[config.mk]
export PLATFORM = sky130hd
export DESIGN_NAME = mem_arbiter_flat
export DESIGN_NICKNAME = d
export VERILOG_FILES = /design/src/rtl/mem_arbiter_if.sv /design/src/rtl/mem_arbiter.sv /design/src/flat_wrapper.sv
export SDC_FILE = /design/constraint.sdc
export NUM_CORES = 1
export LEC_CHECK = 0
export ABC_AREA = 1
export CAP_MARGIN = 10
export CORE_AREA = 2 2 154 156
export DETAILED_ROUTE_END_ITERATION = 8
export DIE_AREA = 0 0 156 158
export PLACE_DENSITY = 0.67
export SYNTH_ARGS = -nofsm -noshare
export SYNTH_HDL_FRONTEND = slang
export SYNTH_SLANG_ARGS = --single-unit
[constraint.sdc]
create_clock -name clk -period 8.54 [get_ports clk]
set_input_delay 2.562 -clock clk [delete_from_list [all_inputs] [get_ports clk]]
set_output_delay 2.562 -clock clk [all_outputs]
set_load 0.03 [all_outputs]
[src/rtl/mem_arbiter_if.sv]
// Bundle between the requesters/memory and the round-robin memory arbiter.
// The slave modport is the arbiter; the master modport is the environment.
interface mem_arbiter_if #(
  parameter int N_PORTS = 4,
  parameter int WORD_W  = 32
);
  logic [N_PORTS-1:0]             req;
  logic [N_PORTS-1:0]             req_we;
  logic [N_PORTS-1:0][WORD_W-1:0] req_addr;
  logic [N_PORTS-1:0][WORD_W-1:0] req_din;
  logic [N_PORTS-1:0]             ack;
  logic [WORD_W-1:0]              rsp_dout;
  logic                           busy;
  logic [WORD_W-1:0]              mem_addr;
  logic [WORD_W-1:0]              mem_din;
  logic                           mem_write_en;
  logic [WORD_W-1:0]              mem_dout;

  modport master (
    output req, req_we, req_addr, req_din, mem_dout,
    input  ack, rsp_dout, busy, mem_addr, mem_din, mem_write_en
  );

  modport slave (
    input  req, req_we, req_addr, req_din, mem_dout,
    output ack, rsp_dout, busy, mem_addr, mem_din, mem_write_en
  );
endinterface

[src/rtl/mem_arbiter.sv]
// Round-robin arbiter serialising N requesters onto one data-memory port,
// sequencing the memory read latency and returning a one-cycle ack.
//
// state  | meaning
// IDLE   | search upward from r_ptr for a request, latch the winner
// ACCESS | drive latched address/data, write strobe for writes
// WAIT   | count down the memory read latency, capture at count 1
// RESP   | pulse ack for the winner, advance r_ptr past it
module mem_arbiter #(
  parameter int N_PORTS      = 4,
  parameter int WORD_W       = 32,
  parameter int READ_LATENCY = 1
) (
  input logic          clk,
  input logic          rst,
  mem_arbiter_if.slave bus
);
  localparam int IDX_W = (N_PORTS > 1) ? $clog2(N_PORTS) : 1;

  typedef enum logic [1:0] {IDLE, ACCESS, WAIT, RESP} state_t;

  state_t             r_state;
  state_t             w_next;
  logic [IDX_W-1:0]   r_ptr;
  logic [IDX_W-1:0]   r_idx;
  logic [IDX_W-1:0]   w_win;
  logic               w_found;
  logic               r_we;
  logic [WORD_W-1:0]  r_addr;
  logic [WORD_W-1:0]  r_din;
  logic [WORD_W-1:0]  r_rsp;
  logic [2:0]         r_cnt;
  logic [N_PORTS-1:0] r_ack;
  logic               w_capture;
  logic               w_load_cnt;

  always_comb begin
    w_found = 1'b0;
    w_win   = '0;
    for (int i = 0; i < N_PORTS; i++) begin
      if (!w_found && bus.req[(int'(r_ptr) + i) % N_PORTS]) begin
        w_found = 1'b1;
        w_win   = IDX_W'((int'(r_ptr) + i) % N_PORTS);
      end
    end
  end

  always_ff @(posedge clk or posedge rst) begin
    if (rst) r_state <= IDLE;
    else     r_state <= w_next;
  end

  always_comb begin
    w_next     = r_state;
    w_capture  = 1'b0;
    w_load_cnt = 1'b0;
    case (r_state)
      IDLE: if (w_found) w_next = ACCESS;
      ACCESS: begin
        if (r_we) begin
          w_next = RESP;
        end else if (READ_LATENCY == 0) begin
          w_capture = 1'b1;
          w_next    = RESP;
        end else begin
          w_load_cnt = 1'b1;
          w_next     = WAIT;
        end
      end
      WAIT: begin
        // <= rather than == so a corrupted count can never wedge the FSM
        if (r_cnt <= 3'd1) begin
          w_capture = 1'b1;
          w_next    = RESP;
        end
      end
      RESP:    w_next = IDLE;
      default: w_next = IDLE;
    endcase
  end

  always_ff @(posedge clk or posedge rst) begin
    if (rst) begin
      r_ptr  <= '0;
      r_idx  <= '0;
      r_we   <= 1'b0;
      r_addr <= '0;
      r_din  <= '0;
      r_rsp  <= '0;
      r_cnt  <= '0;
      r_ack  <= '0;
    end else begin
      r_ack <= '0;
      if (r_state == IDLE && w_found) begin
        r_idx  <= w_win;
        r_we   <= bus.req_we[w_win];
        r_addr <= bus.req_addr[w_win];
        r_din  <= bus.req_din[w_win];
      end
      if (w_load_cnt)             r_cnt <= 3'(READ_LATENCY);
      else if (r_state == WAIT)   r_cnt <= r_cnt - 3'd1;
      if (w_capture)              r_rsp <= bus.mem_dout;
      if (w_next == RESP)         r_ack[r_idx] <= 1'b1;
      if (r_state == RESP)
        r_ptr <= (r_idx == IDX_W'(N_PORTS - 1)) ? '0 : r_idx + 1'b1;
    end
  end

  // Strobe decoded from state so reset drops it without waiting for a clock
  assign bus.mem_write_en = (r_state == ACCESS) && r_we;
  assign bus.ack          = r_ack;
  assign bus.rsp_dout     = r_rsp;
  assign bus.busy         = (r_state != IDLE);
  assign bus.mem_addr     = r_addr;
  assign bus.mem_din      = r_din;
endmodule

[src/flat_wrapper.sv]
// flat-port wrapper written by rule: the top's interface ports become plain ports
module mem_arbiter_flat 
#(
  parameter int N_PORTS      = 4,
  parameter int WORD_W       = 32,
  parameter int READ_LATENCY = 1
)
  (clk, rst, bus_req, bus_req_we, bus_req_addr, bus_req_din, bus_mem_dout, bus_ack, bus_rsp_dout, bus_busy, bus_mem_addr, bus_mem_din, bus_mem_write_en);
  mem_arbiter_if #(.N_PORTS(N_PORTS), .WORD_W(WORD_W)) bus_i ();
  input logic clk;
  input logic rst;
  input wire logic [$bits(bus_i.req)-1:0] bus_req;
  input wire logic [$bits(bus_i.req_we)-1:0] bus_req_we;
  input wire logic [$bits(bus_i.req_addr)-1:0] bus_req_addr;
  input wire logic [$bits(bus_i.req_din)-1:0] bus_req_din;
  input wire logic [$bits(bus_i.mem_dout)-1:0] bus_mem_dout;
  output wire logic [$bits(bus_i.ack)-1:0] bus_ack;
  output wire logic [$bits(bus_i.rsp_dout)-1:0] bus_rsp_dout;
  output wire logic [$bits(bus_i.busy)-1:0] bus_busy;
  output wire logic [$bits(bus_i.mem_addr)-1:0] bus_mem_addr;
  output wire logic [$bits(bus_i.mem_din)-1:0] bus_mem_din;
  output wire logic [$bits(bus_i.mem_write_en)-1:0] bus_mem_write_en;
  assign bus_i.req = bus_req;
  assign bus_i.req_we = bus_req_we;
  assign bus_i.req_addr = bus_req_addr;
  assign bus_i.req_din = bus_req_din;
  assign bus_i.mem_dout = bus_mem_dout;
  assign bus_ack = bus_i.ack;
  assign bus_rsp_dout = bus_i.rsp_dout;
  assign bus_busy = bus_i.busy;
  assign bus_mem_addr = bus_i.mem_addr;
  assign bus_mem_din = bus_i.mem_din;
  assign bus_mem_write_en = bus_i.mem_write_en;
  mem_arbiter #(.N_PORTS(N_PORTS), .WORD_W(WORD_W), .READ_LATENCY(READ_LATENCY)) u_core (.clk(clk), .rst(rst), .bus(bus_i));
endmodule
==> flow_summary.ini <==
[cells_and_area]
syn_to_final_growth_pct = 63.0
diodes = 0
fillers = 2299
multi_input_area_um2 = 3270
register_area_um2 = 2750
drive_above_1_share_pct = 5.10
stdcell_count = 1682
nets = 1696

[yosys]
synth_edf_count = 0
yosys.area.top_type_share_pct = 39.1
synth-main-ff-cell = dfrtp_1
syn_area_per_cell_um2 = 6.84
yosysWarnings = 0
ys_ff_latch = 110
synth_area_leader_cell = dfrtp_1
syn_area_um2 = 7030
async_flop_share_pct = 100
yosysSeqAreaShare_pct = 39.1
synth.distinct_cells = 26
synth.area.top_cells = dfrtp_1 39%, nand2_1 20%, inv_1 9.8%
synth_fp_nets = 1337
syn-instance-count = 1028

[die]
core_area_um2 = 23100
start_util_pct = 30.5
fp.dieW_um = 156
io_pins = 400
die_area_um2 = 24600
fp-row-count = 56
dieHeight_um = 158

[detailed_routing]
firstDrtPassIters = 4
drc_errors = 0
postRouteAntennaNets = 0
num_vias = 7729
vias_per_cell = 4.60
wire_per_inst_um = 15.0
routed_wl_um = 25200
drtIter0Drc = 366

[setup_path]
cp_max_fo = 70
regToRegSetupSlack_ns = 4.76
critPathLaunch = bus_req[3]
worstSetupPathType = input pin to register
critPathCaptureType = register
r2r.worst_path.cells = 13
worstPathRequired_ns = 8.83
cp-start-kind = input pin
r2r-end = u_core.bus.mem_din[29]$_DFFE_PP0P_
worstPathArrival_ns = 6.11
r2r-start = u_core.r_ptr[0]$_DFFE_PP0N_
crit_path_end = u_core.bus.mem_din[29]$_DFFE_PP0P_

[cts]
cts_sinks = 110
cts-hold-fix-buffers = 0
clock_latency_ns = 0.37
post_cts_buffers = 0
cts_tree = yes
h-tree-depth = 3
root_buffer = clkbuf_16
clk_pin_slew_ns = 0.08
cts_buffer_depth = 2
cts_buffers = 9
ctsResizeCount = 0

[pwr]
switching_share_pct = 52.6
pwr-share-clk_pct = 9.8
leakage_uw = 0.00561
p_comb_share_pct = 69.8
p_seq_share_pct = 20.3
ir_drop_mv = 0.259
p_int_uw = 2200
p_sw_uw = 2440
power_density_nw_per_um2 = 405

[grt]
grt_pass1_wl_um = 37900
grt_max_degree = 90
grt_pass1_vias = 7439
antenna_found_initial = 2
grt_use_total_pct = 19.5
grt-ovfl-total = 0

[timing]
fin_skew_ns = 0.0167
finalCritPeriodShare_pct = 68.1
tightest_slew_ns = 1.10
final.min_clock_period_ns = 5.81
maxSlewViolCount = 0
slew_headroom_pct = 26.2
setup_violations = 0
rsz0062_at_grt = false
fin_tns_setup_ns = 0
fmax_mhz = 172
hold_viol_final = 0

[status]
outcome = complete, no violations

[place]
hpwl_um = 19100
place_inst = 1666
portBuffers = 399
gp_congestion = 0.902

[hold_path]
hold_depth = 2
hold_class = register to register

[flow_run]
drv_cap = 0
[power by group through the flow]
stage	logic, µW	registers, µW	clock network, µW
finish	3240	943	455
global route	3600	973	485
CTS	3290	945	468
detailed placement	3270	949	0
global placement	3240	947	0
floorplan	1830	1380	0
[area by class of cell]
type,count,share of cell area (%)
repair buffers,406,35.4
well taps,290,3.17
flip-flops and latches,110,24.0
inverters,186,6.16
multi-input cells,674,28.5
clock buffers,9,1.97
clock inverters,7,0.775
[placed cells by master, fill, tap and decap left out]
cell type | synthesis | final
clkdlybuf4s50_1 | 0 | 399
nand2_1 | 380 | 380
inv_1 | 183 | 182
dfrtp_1 | 110 | 110
nand3_1 | 89 | 89
o21ai_0 | 60 | 60
o21ai_1 | 50 | 50
mux2_2 | 32 | 32
nand4_1 | 28 | 28
ha_1 | 11 | 11
clkbuf_16 | 0 | 9
nor2_1 | 7 | 7
buf_4 | 6 | 6
nand2_2 | 4 | 4
a21oi_1 | 4 | 4
inv_6 | 1 | 3
nor2_4 | 2 | 3
inv_2 | 2 | 2
nand3_4 | 1 | 2
inv_8 | 0 | 2
inv_12 | 0 | 2
nor2_2 | 2 | 1
nand2_4 | 1 | 1
o211ai_1 | 1 | 1
or2_2 | 1 | 1
inv_4 | 0 | 1
clkinv_8 | 0 | 1
buf_12 | 0 | 1
[metrics by stage]
stage / utilization [%] / total power [µW] / worst slack [ns] / instance area [µm²] / hold WS (ns)
3_3_place_gp: 48.4 / 4190 / 2.40 / 11100 / 0.463
6_report: 49.7 / 4640 / 2.73 / 11500 / 0.492
2_1_floorplan: - / 3210 / 3.08 / 7030 / 0.471
3_5_place_dp: 48.4 / 4220 / 2.39 / 11100 / 0.471
5_1_grt: 49.7 / 5060 / 2.35 / 11500 / 0.514
4_1_cts: 49.7 / 4700 / 2.77 / 11500 / 0.494
[critical path: stages]
cell and delay, ns:
clkdlybuf4s50_1 0.42, inv_1 0.09, nand2_1 0.07, nand3_1 0.14, nand2_1 0.08, nand2_1 0.09
nand3_1 0.76, nand3_4 0.99, buf_4 0.51, nand2_1 0.11, o21ai_1 0.09, nand2_1 0.06
nand3_1 0.10
[cell usage after synthesis, types with 2 or more instances]
cell and instances:
ha_1 11, buf_4 6, buf_6 6, buf_1 3, nor2_4 2, nor2_1 7, a21oi_1 4, buf_2 30
inv_1 183, nand2_2 4, clkbuf_1 13, o21ai_0 60, dfrtp_1 110, nand3_1 89, inv_2 2, mux2_2 32
nor2_2 2, nand4_1 28, nand2_1 380, o21ai_1 50
[metal layers]
layer | wire length (µm) | global-route usage (%) | share of wire [%] | vias up
li1 | - | - | - | 3887
met1 | 9830 | 22.2 | 39 | 3473
met2 | 12500 | 35.6 | 50 | 329
met3 | 2290 | 5.64 | 9.1 | 38
met4 | 542 | 5.55 | 2.2 | 2
met5 | 13 | 0 | 0.052 | -
[worst min-delay path by stage]
stage                                        startpoint                                   to
floorplan                       u_core.r_we$_DFFE_PP0P_              u_core.r_we$_DFFE_PP0P_
detailed placement    u_core.bus.mem_din[7]$_DFFE_PP0P_    u_core.bus.mem_din[7]$_DFFE_PP0P_
global placement    u_core.bus.mem_addr[29]$_DFFE_PP0P_  u_core.bus.mem_addr[29]$_DFFE_PP0P_
global route         u_core.bus.mem_addr[9]$_DFFE_PP0P_   u_core.bus.mem_addr[9]$_DFFE_PP0P_
finish                u_core.bus.mem_din[7]$_DFFE_PP0P_    u_core.bus.mem_din[7]$_DFFE_PP0P_
CTS                   u_core.bus.mem_din[7]$_DFFE_PP0P_    u_core.bus.mem_din[7]$_DFFE_PP0P_
[state kept, by name, indices dropped and copies added, names as in the netlist]
name,cells
u_core.bus.ack,4
u_core.bus.mem_addr,32
u_core.bus.mem_din,32
u_core.bus.rsp_dout,32
u_core.r_cnt,3
u_core.r_idx,2
u_core.r_ptr,2
u_core.r_state,2
u_core.r_we,1
[cells by family (layout without fill, tap and decap cells)]
group | count (synthesis) | after routing | share of synthesized area (%)
fa+ha+maj | 11 | 11 | 1.96
flops | 110 | 110 | 39.1
buf+inv | 244 | 608 | 14.6
simple gates | 516 | 516 | 31.0
mux | 32 | 32 | 5.12
compound gates | 115 | 115 | 8.22
No activity file was read; power rests on OpenSTA's default activity.
==> variant, RTL diff (same settings) <==
Re-encode `state_t` (4 states) as one-hot, 4 bits wide.
--- a/src/rtl/mem_arbiter.sv
+++ b/src/rtl/mem_arbiter.sv
@@ -19,3 +19,3 @@
 
-  typedef enum logic [1:0] {IDLE, ACCESS, WAIT, RESP} state_t;
+  typedef enum logic [3:0] {IDLE = 4'b0001, ACCESS = 4'b0010, WAIT = 4'b0100, RESP = 4'b1000} state_t;
 
Formal check against the unedited RTL: no difference found for any inputs over 4 cycles, from zero or initial values and one cycle with rst high; so few cycles prove little.
==> variant against the unedited design <==
- setup slack got worse by 0.12 ns
- global-route usage is 1.6 points higher
- wire length is 7.7% higher
- total power grew 3.7%
- critical path type unchanged
- cell area grew 2.8%
- synthesized area increased by 4.7%
- sequential cell count up 2
==> variant: results <==
[cells_and_area]
nNonClkInverters = 220
final_nets = 1759
drive_above_1_share = 0.0486
area_growth_pct = 60.0
n_antenna_cell = 3
multi_input_area_share = 0.290
seq_area_frac = 0.238
final.fill_count = 2310
nNonClkBuffers = 405
comb.multi_input.count = 707
clock_cell_area_share = 0.0269

[critical_path]
worst-path-max-fanout = 71
cpPeakStageDelay_ns = 0.95
cp_slowest_cell = nand2_4
cp.arrival_ns = 6.17

[pwr]
comb_power_share = 0.706
leakage_nw = 5.93
internal_power_w = 0.00223
ir_drop_mv = 0.190

[hold_path]
hp-class = reg -> reg

[timing]
holdWs_ns = 0.485
worst_clock_skew_ns = 0.0133
worst_pin_slew_ns = 1.15

[yosys]
synth_xor_area_frac = 0.00119
ys_seq_area_frac = 0.381
ys.warnings.count = 0
synth_seq_cells = 112
synth_fa_ha_area_frac = 0.0102
netlist_area_mm2 = 0.00736
synth.area.top_cells = dfrtp_1 38%, nand2_1 20%, inv_1 11%
syn-num-nets = 1409
yosys-top-cells-count = 396 x nand2_1, 216 x inv_1, 111 x dfrtp_1
synth.area.mux_share = 0.0489
synthDistinctLibCells = 25
synth_compound_area_frac = 0.0547
synth_area_per_cell_um2 = 6.66

[global_routing]
grt_pass1_wl_um = 40800
grt_pass1_vias = 7855
use_met2 = 0.377
grt_use_total = 0.211
grt_max_degree = 72
antenna_found_initial = 5
use_met3 = 0.0682

[routing]
initialDrtViolationCount = 444
vias = 8214
met2_length_um = 13200
drt-total-wl_um = 27100
drt-pass1-iter-count = 5
met1_length_um = 10400
wl_met3_um = 2850
viasPerCell = 4.69

[placed_design]
post-dp-hpwl_um = 20100
placed_area_mm2 = 0.0115
gp_congestion = 0.849
dp_cells = 1734
preCtsSetupSlack_ns = 2.20

[outcome]
status = completed
## variant: cell count changes after synthesis, moves of 5 or more
cell      delta
o21ai_1      -9
nand4_1     +32
clkbuf_1     +6
nand2_1     +16
buf_1        +5
nand3_1     +19
nor2_1       +6
buf_6        -5
buf_2        -7
ha_1         -5
buf_4        +9
o21ai_0     -25
inv_1       +33
## variant: final timing paths
kind | start | to | slack, ns | cells past startpoint
min reg2reg | u_core.bus.mem_din[25] | u_core.bus.mem_din[25] | 0.49 | 2
min | u_core.bus.mem_din[25] | u_core.bus.mem_din[25] | 0.49 | 2
max | bus_req[3] | u_core.bus.mem_addr[2] | 2.61 | 11
min in group asynchronous | rst | u_core.bus.rsp_dout[29] | 2.62 | 2
max reg2reg | u_core.r_ptr[0] | u_core.bus.mem_addr[2] | 4.50 | 11
max in group asynchronous | rst | u_core.bus.mem_addr[0] | 4.55 | 3
